$ cat src/rtl/alu_seq_pkg.sv
// Shared definitions for the ALU command sequencer: command codes, ALU opcodes
// and FSM state encoding.
package alu_seq_pkg;

    localparam logic [3:0] CMD_ADD   = 4'd0;
    localparam logic [3:0] CMD_SUB   = 4'd1;
    localparam logic [3:0] CMD_AND   = 4'd2;
    localparam logic [3:0] CMD_OR    = 4'd3;
    localparam logic [3:0] CMD_XOR   = 4'd4;
    localparam logic [3:0] CMD_NOR   = 4'd5;
    localparam logic [3:0] CMD_MUL   = 4'd6;
    localparam logic [3:0] CMD_CMPEQ = 4'd7;

    typedef enum logic [2:0] {
        ALU_ADD = 3'b000,
        ALU_SUB = 3'b001,
        ALU_AND = 3'b010,
        ALU_OR  = 3'b011,
        ALU_XOR = 3'b100,
        ALU_NOR = 3'b101
    } alu_op_e;

    typedef enum logic [1:0] {
        IDLE = 2'd0,
        EXEC = 2'd1,
        MUL  = 2'd2,
        RESP = 2'd3
    } state_e;

    // Codes 8-15 have no meaning; bit 3 alone identifies them.
    function automatic logic cmd_illegal(input logic [3:0] op);
        return op[3];
    endfunction

endpackage

$ cat src/rtl/alu_sequencer_if.sv
// Command, response and ALU-drive signals of the sequencer. master is the
// sequencer side, slave is the control path / ALU / consumer side.
interface alu_sequencer_if #(parameter int WIDTH = 32);

    logic             cmd_valid;
    logic             cmd_ready;
    logic [3:0]       cmd_op;
    logic [WIDTH-1:0] cmd_a;
    logic [WIDTH-1:0] cmd_b;

    logic [WIDTH-1:0] alu_a;
    logic [WIDTH-1:0] alu_b;
    logic [2:0]       alu_op;
    logic [WIDTH-1:0] alu_result;
    logic             alu_zero;

    logic             rsp_valid;
    logic             rsp_ready;
    logic [WIDTH-1:0] rsp_result;
    logic             rsp_zero;
    logic             rsp_err;

    modport master (
        input  cmd_valid, cmd_op, cmd_a, cmd_b, alu_result, alu_zero, rsp_ready,
        output cmd_ready, alu_a, alu_b, alu_op, rsp_valid, rsp_result, rsp_zero, rsp_err
    );

    modport slave (
        output cmd_valid, cmd_op, cmd_a, cmd_b, alu_result, alu_zero, rsp_ready,
        input  cmd_ready, alu_a, alu_b, alu_op, rsp_valid, rsp_result, rsp_zero, rsp_err
    );

endinterface

$ cat src/rtl/alu_seq_mul_ctrl.sv
// Shift-and-add multiply control: multiplicand/multiplier shift registers and
// the step counter. The accumulator lives in the top.
module alu_seq_mul_ctrl #(
    parameter int WIDTH     = 32,
    parameter int MUL_STEPS = 32
) (
    input  logic             clk,
    input  logic             rst_n,
    input  logic             load,
    input  logic             step,
    input  logic [WIDTH-1:0] mcand_in,
    input  logic [WIDTH-1:0] mplier_in,
    output logic [WIDTH-1:0] mcand,
    output logic             mul_add_en,
    output logic             mul_done
);

    localparam int CNT_W = $clog2(MUL_STEPS + 1);

    logic [WIDTH-1:0] mcand_q, mcand_d;
    logic [WIDTH-1:0] mplier_q, mplier_d;
    logic [CNT_W-1:0] cnt_q, cnt_d;

    always_ff @(posedge clk or negedge rst_n) begin
        if (!rst_n) begin
            mcand_q  <= '0;
            mplier_q <= '0;
            cnt_q    <= '0;
        end else begin
            mcand_q  <= mcand_d;
            mplier_q <= mplier_d;
            cnt_q    <= cnt_d;
        end
    end

    always_comb begin
        mcand_d  = mcand_q;
        mplier_d = mplier_q;
        cnt_d    = cnt_q;
        if (load) begin
            mcand_d  = mcand_in;
            mplier_d = mplier_in;
            cnt_d    = '0;
        end else if (step) begin
            mcand_d  = mcand_q << 1;
            mplier_d = mplier_q >> 1;
            cnt_d    = cnt_q + CNT_W'(1);
        end
    end

    assign mcand      = mcand_q;
    assign mul_add_en = mplier_q[0];
    // Asserted during the final step so the top can retire the result that cycle.
    assign mul_done   = (cnt_q == CNT_W'(MUL_STEPS - 1));

endmodule

$ cat src/rtl/alu_sequencer.sv
// Command-side initiator for the combinational ALU: runs single ALU ops, CMPEQ
// via subtract + zero flag, and MUL as a fixed-length shift-and-add loop.
module alu_sequencer
    import alu_seq_pkg::*;
#(
    parameter int WIDTH     = 32,
    parameter int MUL_STEPS = 32
) (
    input  logic             clk,
    input  logic             rst_n,
    alu_sequencer_if.master  bus
);

    state_e           state_q, state_d;
    logic [WIDTH-1:0] a_q, a_d, b_q, b_d;
    logic [3:0]       op_q, op_d;
    logic [WIDTH-1:0] acc_q, acc_d;
    logic [WIDTH-1:0] res_q, res_d;
    logic             zero_q, zero_d;
    logic             err_q, err_d;

    logic             mul_load, mul_step, mul_add_en, mul_done;
    logic [WIDTH-1:0] mcand;

    alu_seq_mul_ctrl #(.WIDTH(WIDTH), .MUL_STEPS(MUL_STEPS)) u_mul_ctrl (
        .clk        (clk),
        .rst_n      (rst_n),
        .load       (mul_load),
        .step       (mul_step),
        .mcand_in   (bus.cmd_a),
        .mplier_in  (bus.cmd_b),
        .mcand      (mcand),
        .mul_add_en (mul_add_en),
        .mul_done   (mul_done)
    );

    always_ff @(posedge clk or negedge rst_n) begin
        if (!rst_n) begin
            state_q <= IDLE;
            a_q     <= '0;
            b_q     <= '0;
            op_q    <= '0;
            acc_q   <= '0;
            res_q   <= '0;
            zero_q  <= 1'b0;
            err_q   <= 1'b0;
        end else begin
            state_q <= state_d;
            a_q     <= a_d;
            b_q     <= b_d;
            op_q    <= op_d;
            acc_q   <= acc_d;
            res_q   <= res_d;
            zero_q  <= zero_d;
            err_q   <= err_d;
        end
    end

    always_comb begin
        state_d    = state_q;
        a_d        = a_q;
        b_d        = b_q;
        op_d       = op_q;
        acc_d      = acc_q;
        res_d      = res_q;
        zero_d     = zero_q;
        err_d      = err_q;
        mul_load   = 1'b0;
        mul_step   = 1'b0;
        bus.alu_a  = '0;
        bus.alu_b  = '0;
        bus.alu_op = ALU_ADD;

        case (state_q)
            IDLE: begin
                if (bus.cmd_valid) begin
                    a_d   = bus.cmd_a;
                    b_d   = bus.cmd_b;
                    op_d  = bus.cmd_op;
                    err_d = 1'b0;
                    if (cmd_illegal(bus.cmd_op)) begin
                        res_d   = '0;
                        zero_d  = 1'b1;
                        err_d   = 1'b1;
                        state_d = RESP;
                    end else if (bus.cmd_op == CMD_MUL) begin
                        acc_d    = '0;
                        mul_load = 1'b1;
                        state_d  = MUL;
                    end else begin
                        state_d = EXEC;
                    end
                end
            end
            EXEC: begin
                bus.alu_a  = a_q;
                bus.alu_b  = b_q;
                bus.alu_op = op_q[2:0];
                res_d      = bus.alu_result;
                // Equality is a subtract whose zero flag becomes the result.
                if (op_q == CMD_CMPEQ) begin
                    bus.alu_op = ALU_SUB;
                    res_d      = {{(WIDTH-1){1'b0}}, bus.alu_zero};
                end
                zero_d  = (res_d == '0);
                state_d = RESP;
            end
            MUL: begin
                bus.alu_a = acc_q;
                bus.alu_b = mcand;
                mul_step  = 1'b1;
                if (mul_add_en) acc_d = bus.alu_result;
                if (mul_done) begin
                    res_d   = acc_d;
                    zero_d  = (acc_d == '0);
                    state_d = RESP;
                end
            end
            RESP: begin
                if (bus.rsp_ready) state_d = IDLE;
            end
            default: state_d = IDLE;
        endcase
    end

    assign bus.cmd_ready  = (state_q == IDLE);
    assign bus.rsp_valid  = (state_q == RESP);
    assign bus.rsp_result = res_q;
    assign bus.rsp_zero   = zero_q;
    assign bus.rsp_err    = err_q;

endmodule

$ cat src/flat_wrapper.sv
// flat-port wrapper written by rule: the top's interface ports become plain ports
module alu_sequencer_flat import alu_seq_pkg::*;
#(
    parameter int WIDTH     = 32,
    parameter int MUL_STEPS = 32
)
  (clk, rst_n, bus_cmd_valid, bus_cmd_op, bus_cmd_a, bus_cmd_b, bus_alu_result, bus_alu_zero, bus_rsp_ready, bus_cmd_ready, bus_alu_a, bus_alu_b, bus_alu_op, bus_rsp_valid, bus_rsp_result, bus_rsp_zero, bus_rsp_err);
  alu_sequencer_if #(.WIDTH(WIDTH)) bus_i ();
  input  logic clk;
  input  logic rst_n;
  input wire logic [$bits(bus_i.cmd_valid)-1:0] bus_cmd_valid;
  input wire logic [$bits(bus_i.cmd_op)-1:0] bus_cmd_op;
  input wire logic [$bits(bus_i.cmd_a)-1:0] bus_cmd_a;
  input wire logic [$bits(bus_i.cmd_b)-1:0] bus_cmd_b;
  input wire logic [$bits(bus_i.alu_result)-1:0] bus_alu_result;
  input wire logic [$bits(bus_i.alu_zero)-1:0] bus_alu_zero;
  input wire logic [$bits(bus_i.rsp_ready)-1:0] bus_rsp_ready;
  output wire logic [$bits(bus_i.cmd_ready)-1:0] bus_cmd_ready;
  output wire logic [$bits(bus_i.alu_a)-1:0] bus_alu_a;
  output wire logic [$bits(bus_i.alu_b)-1:0] bus_alu_b;
  output wire logic [$bits(bus_i.alu_op)-1:0] bus_alu_op;
  output wire logic [$bits(bus_i.rsp_valid)-1:0] bus_rsp_valid;
  output wire logic [$bits(bus_i.rsp_result)-1:0] bus_rsp_result;
  output wire logic [$bits(bus_i.rsp_zero)-1:0] bus_rsp_zero;
  output wire logic [$bits(bus_i.rsp_err)-1:0] bus_rsp_err;
  assign bus_i.cmd_valid = bus_cmd_valid;
  assign bus_i.cmd_op = bus_cmd_op;
  assign bus_i.cmd_a = bus_cmd_a;
  assign bus_i.cmd_b = bus_cmd_b;
  assign bus_i.alu_result = bus_alu_result;
  assign bus_i.alu_zero = bus_alu_zero;
  assign bus_i.rsp_ready = bus_rsp_ready;
  assign bus_cmd_ready = bus_i.cmd_ready;
  assign bus_alu_a = bus_i.alu_a;
  assign bus_alu_b = bus_i.alu_b;
  assign bus_alu_op = bus_i.alu_op;
  assign bus_rsp_valid = bus_i.rsp_valid;
  assign bus_rsp_result = bus_i.rsp_result;
  assign bus_rsp_zero = bus_i.rsp_zero;
  assign bus_rsp_err = bus_i.rsp_err;
  alu_sequencer #(.WIDTH(WIDTH), .MUL_STEPS(MUL_STEPS)) u_core (.clk(clk), .rst_n(rst_n), .bus(bus_i));
endmodule
$ cat config.mk
export PLATFORM = sky130hd
export DESIGN_NAME = alu_sequencer_flat
export DESIGN_NICKNAME = d
export VERILOG_FILES = /design/src/rtl/alu_seq_pkg.sv /design/src/rtl/alu_sequencer_if.sv /design/src/rtl/alu_seq_mul_ctrl.sv /design/src/rtl/alu_sequencer.sv /design/src/flat_wrapper.sv
export SDC_FILE = /design/constraint.sdc
export NUM_CORES = 1
export LEC_CHECK = 0
export CORE_UTILIZATION = 30
export DETAILED_ROUTE_END_ITERATION = 6
export GPL_ROUTABILITY_DRIVEN = 0
export PLACE_DENSITY = 0.59
export REMOVE_ABC_BUFFERS = 1
export SLEW_MARGIN = 10
export SYNTH_ARGS = -nofsm -noshare
export SYNTH_HDL_FRONTEND = slang
export SYNTH_HIERARCHICAL = 1
export SYNTH_SLANG_ARGS = --single-unit
$ cat constraint.sdc
create_clock -name clk -period 3.6 [get_ports clk]
set_input_delay 0.72 -clock clk [delete_from_list [all_inputs] [get_ports clk]]
set_output_delay 0.72 -clock clk [all_outputs]
set_load 0.1 [all_outputs]
==> implementation parameters <==
Parameter                              Value

STA
  Slew headroom    31.2%
  Fin Clk Skew    7.95 ps
  Fmax achieved    0.303 GHz
  Number of endpoints failing setup at the final stage    0
  Final critical delay including setup and external delays    3300 ps
  Transition time at the pin with the least slew margin    1030 ps
  Max-slew violation count    0
  Fraction of the cycle the final worst path needs    91.7%
  Final sum of negative setup slack    0 ps
  Hold Violations, Final    0
  Unrepaired setup endpoints after global routing    false

Cells and area
  Layout overhead on the synthesized area    35.7%
  Total area of multi-input combinational cells    0.00470 mm^2
  Flip-flop and latch area    0.00513 mm^2
  Final layout net count    1335
  Total of fill cells in the finished design    3283
  Layout cells sized above 1    16.2%

Yosys
  Ys Warns    6
  Sequential cell area fraction in the yosys report    50.3%
  Synth Instances    1051
  EDFF count, synth    0
  Post-synthesis instance area    0.0102 mm^2
  Flip-flop and latch count after synthesis    205
  Share of synthesized flip-flops with an asynchronous set or reset    100%
  Synthesized area divided by synthesized cell count    9.70 um^2
  Distinct cell type count of the synthesized netlist    50
  Primary flip-flop cell chosen by synthesis mapping    dfrtp_1

GRT
  Number of antenna violations at the first check in global routing    2
  Wire length of the first global-routing pass    48800 um
  Total GRT Usage    17.6%
  Maximum number of pins on one net before global-route repair    91
  Via count of the first global-routing pass    8376
  Grt total ovfl    0

Drt
  # DRC    0
  1st-pass router iterations    5
  Post-route ant nets    0
  Routed wirelength normalized by instance count    18.3 um
  Final WL    31000 um
  Drt first-iter violations    484
  Via Count    8376
  DR vias/cell    4.96

Clock tree
  Clk sinks    205
  Total setup buffers inserted after CTS    0
  Clock tree root buffer cell    clkbuf_16
  Number of buffers created by CTS    24
  CTS clock-pin slew for the worst setup and hold paths    60 ps
  Clk Latency, worst-skew pair    510 ps
  Number of gates resized after CTS    0
  Number of hold buffers added after CTS    0
  Maximum clock insertion buffer count    3
  Clock tree from TritonCTS    done
  Number of levels the H-tree was split into    1

Placement
  HPWL Detailed    21800 um
  Input/output buffers    207

Min path
  Path category of the worst min-delay check    input port to asynchronous set/reset pin

Worst setup path
  Largest fanout of any net on the critical path    38
  CP delay by family, top    buffers and inverters
  Crit start category    flip-flop
  Required time of the worst setup path    2880 ps
  Critical path class    flip-flop to output port
  Data arrival time of the critical path    2580 ps
  Type of element capturing the critical path    output port
  Slowest cell on the critical path    ha_4
  Critical path buffer and inverter count    3
  Sequence of cells on the critical path    inv_1 > ha_4 > buf_4 > a22oi_1 > nor2_1 > buf_12
  Largest stage delay on the critical path    490 ps

Floorplan
  Overall die height    186 um
  Full die area    0.0347 mm^2
  IO Pins    208
  Row Count    67
  Die Width    186 um
  Effective utilization at floorplan    30.5%
  Core Box Area    0.0334 mm^2

Run status
  Run status    finished, final reports clean

Run
  Count of maximum capacitance violations    0
-- worst reg2reg max path, delay by kind of cell, from the launching register on --
| kind | cells | cell delay (ps) |
|---|---|---|
| AND/OR/NAND/NOR | 2 | 650 |
| flip-flops | 1 | 440 |
| buffers and inverters | 3 | 860 |
| AO/OA/AOI/OAI | 2 | 300 |
| adder cells (fa/ha/maj) | 1 | 210 |
-- path summary, 6_finish.rpt --
kind,startpoint,to,slack [ps],depth (start not counted)
worst max-delay path,u_core/state_q[1],bus_alu_a[6],300,6
worst min-delay path,rst_n,u_core/b_q[3],200,1
worst max register to register,u_core/state_q[0],u_core/bus.rsp_result[31],1020,8
worst min register to register,u_core/bus.rsp_result[20],u_core/bus.rsp_result[20],490,2
max in group asynchronous,rst_n,u_core/b_q[20],2590,2
min in group clk,u_core/bus.rsp_result[20],u_core/bus.rsp_result[20],490,2
-- layout make-up --
cell class | count | share of cell area, %
Sequential cell | 205 | 37.1
Inverter | 9 | 0.244
Tap cell | 448 | 4.05
Clock buffer | 34 | 5.28
Clock inverter | 10 | 0.543
Antenna cell | 1 | 0.0181
Multi-Input combinational cell | 755 | 34.0
Timing Repair Buffer | 228 | 18.8
-- per-stage QoR --
step                      cell area [um^2]  hold WS [ps]  setup WS (ps)  utilization [%]  cells
after floorplan                       9810           424          -3320                -    969
after global placement               13000           471            799             38.9   1645
after detailed placement             13000           475            775             38.9   1645
after CTS                            13800           231            256             41.3   1689
after global routing                 13800           253            149             41.3   1689
final                                13800           204            299             41.3   1690
-- sequential cells by signal, summed over array words and instances, names as in the netlist --
| name | cells |
|---|---|
| u_core/a_q | 32 |
| u_core/u_mul_ctrl/mcand | 32 |
| u_core/b_q | 32 |
| u_core/state_q | 2 |
| u_core/u_mul_ctrl/cnt_q | 6 |
| u_core/bus.rsp_zero | 1 |
| u_core/u_mul_ctrl/mplier_q | 32 |
| u_core/acc_q | 32 |
| u_core/op_q | 4 |
| u_core/bus.rsp_result | 32 |
-- layout by cell type (no fill, tap or decap), drive strengths merged, types with 2 or more instances in the layout --
| master | Yosys | routed |
|---|---|---|
| and3 | 3 | 3 |
| nand2b | 2 | 2 |
| o21ai | 129 | 129 |
| or4 | 3 | 3 |
| dfrtp | 205 | 205 |
| nor3 | 4 | 4 |
| nor3b | 2 | 2 |
| clkbuf | 42 | 34 |
| nor4 | 9 | 9 |
| o21ba | 2 | 2 |
| buf | 40 | 102 |
| nor2 | 105 | 105 |
| and2 | 2 | 2 |
| or2 | 2 | 2 |
| clkinv | 0 | 9 |
| a21oi | 90 | 90 |
| nand4 | 5 | 5 |
| nand3 | 5 | 5 |
| nor2b | 31 | 31 |
| a32o | 3 | 3 |
| inv | 9 | 9 |
| clkdlybuf4s50 | 0 | 126 |
| nand2 | 134 | 134 |
| a22oi | 66 | 66 |
| mux2 | 70 | 70 |
| xor2 | 3 | 3 |
| o31ai | 3 | 3 |
| mux2i | 63 | 63 |
| ha | 7 | 7 |
-- synth_stat cells (all sizes together) (3+ instances only) --
master  count  share of area [%]
mux2i      63                6.2
nor4        9               0.55
or4         3               0.26
and3        3               0.18
xor2        3               0.26
o31ai       3               0.22
inv         9               0.33
nand2     134                4.9
nand3       5               0.25
nand4       5               0.31
nor2b      31                1.9
clkbuf     42                1.6
nor3        4               0.20
ha          7               0.86
a32o        3               0.29
o21ai     129                6.3
a22oi      66                4.9
mux2       70                7.7
nor2      105                3.9
a21oi      90                4.5
buf        40                2.2
dfrtp     205                 50
-- layer usage --
layer	global-route usage (%)	share of wire [%]	vias to the layer above
li1	-	-	4035
met1	24.3	46	4089
met2	28.1	47	206
met3	3.39	5.1	44
met4	4.90	2.1	2
met5	0	0.042	-
-- cell families after synthesis --
| group | after synthesis | share of synthesized area, % |
|---|---|---|
| mux | 133 | 13.9 |
| xor+xnor | 4 | 0.344 |
| simple gates | 310 | 13.2 |
| buf+inv | 91 | 4.10 |
| flops | 205 | 50.3 |
| fa+ha+maj | 7 | 0.859 |
| compound gates | 301 | 17.2 |
Power is left out: the tool's default activity adds up to more than one toggle a clock period on the data nets, which glitch-free logic cannot reach.
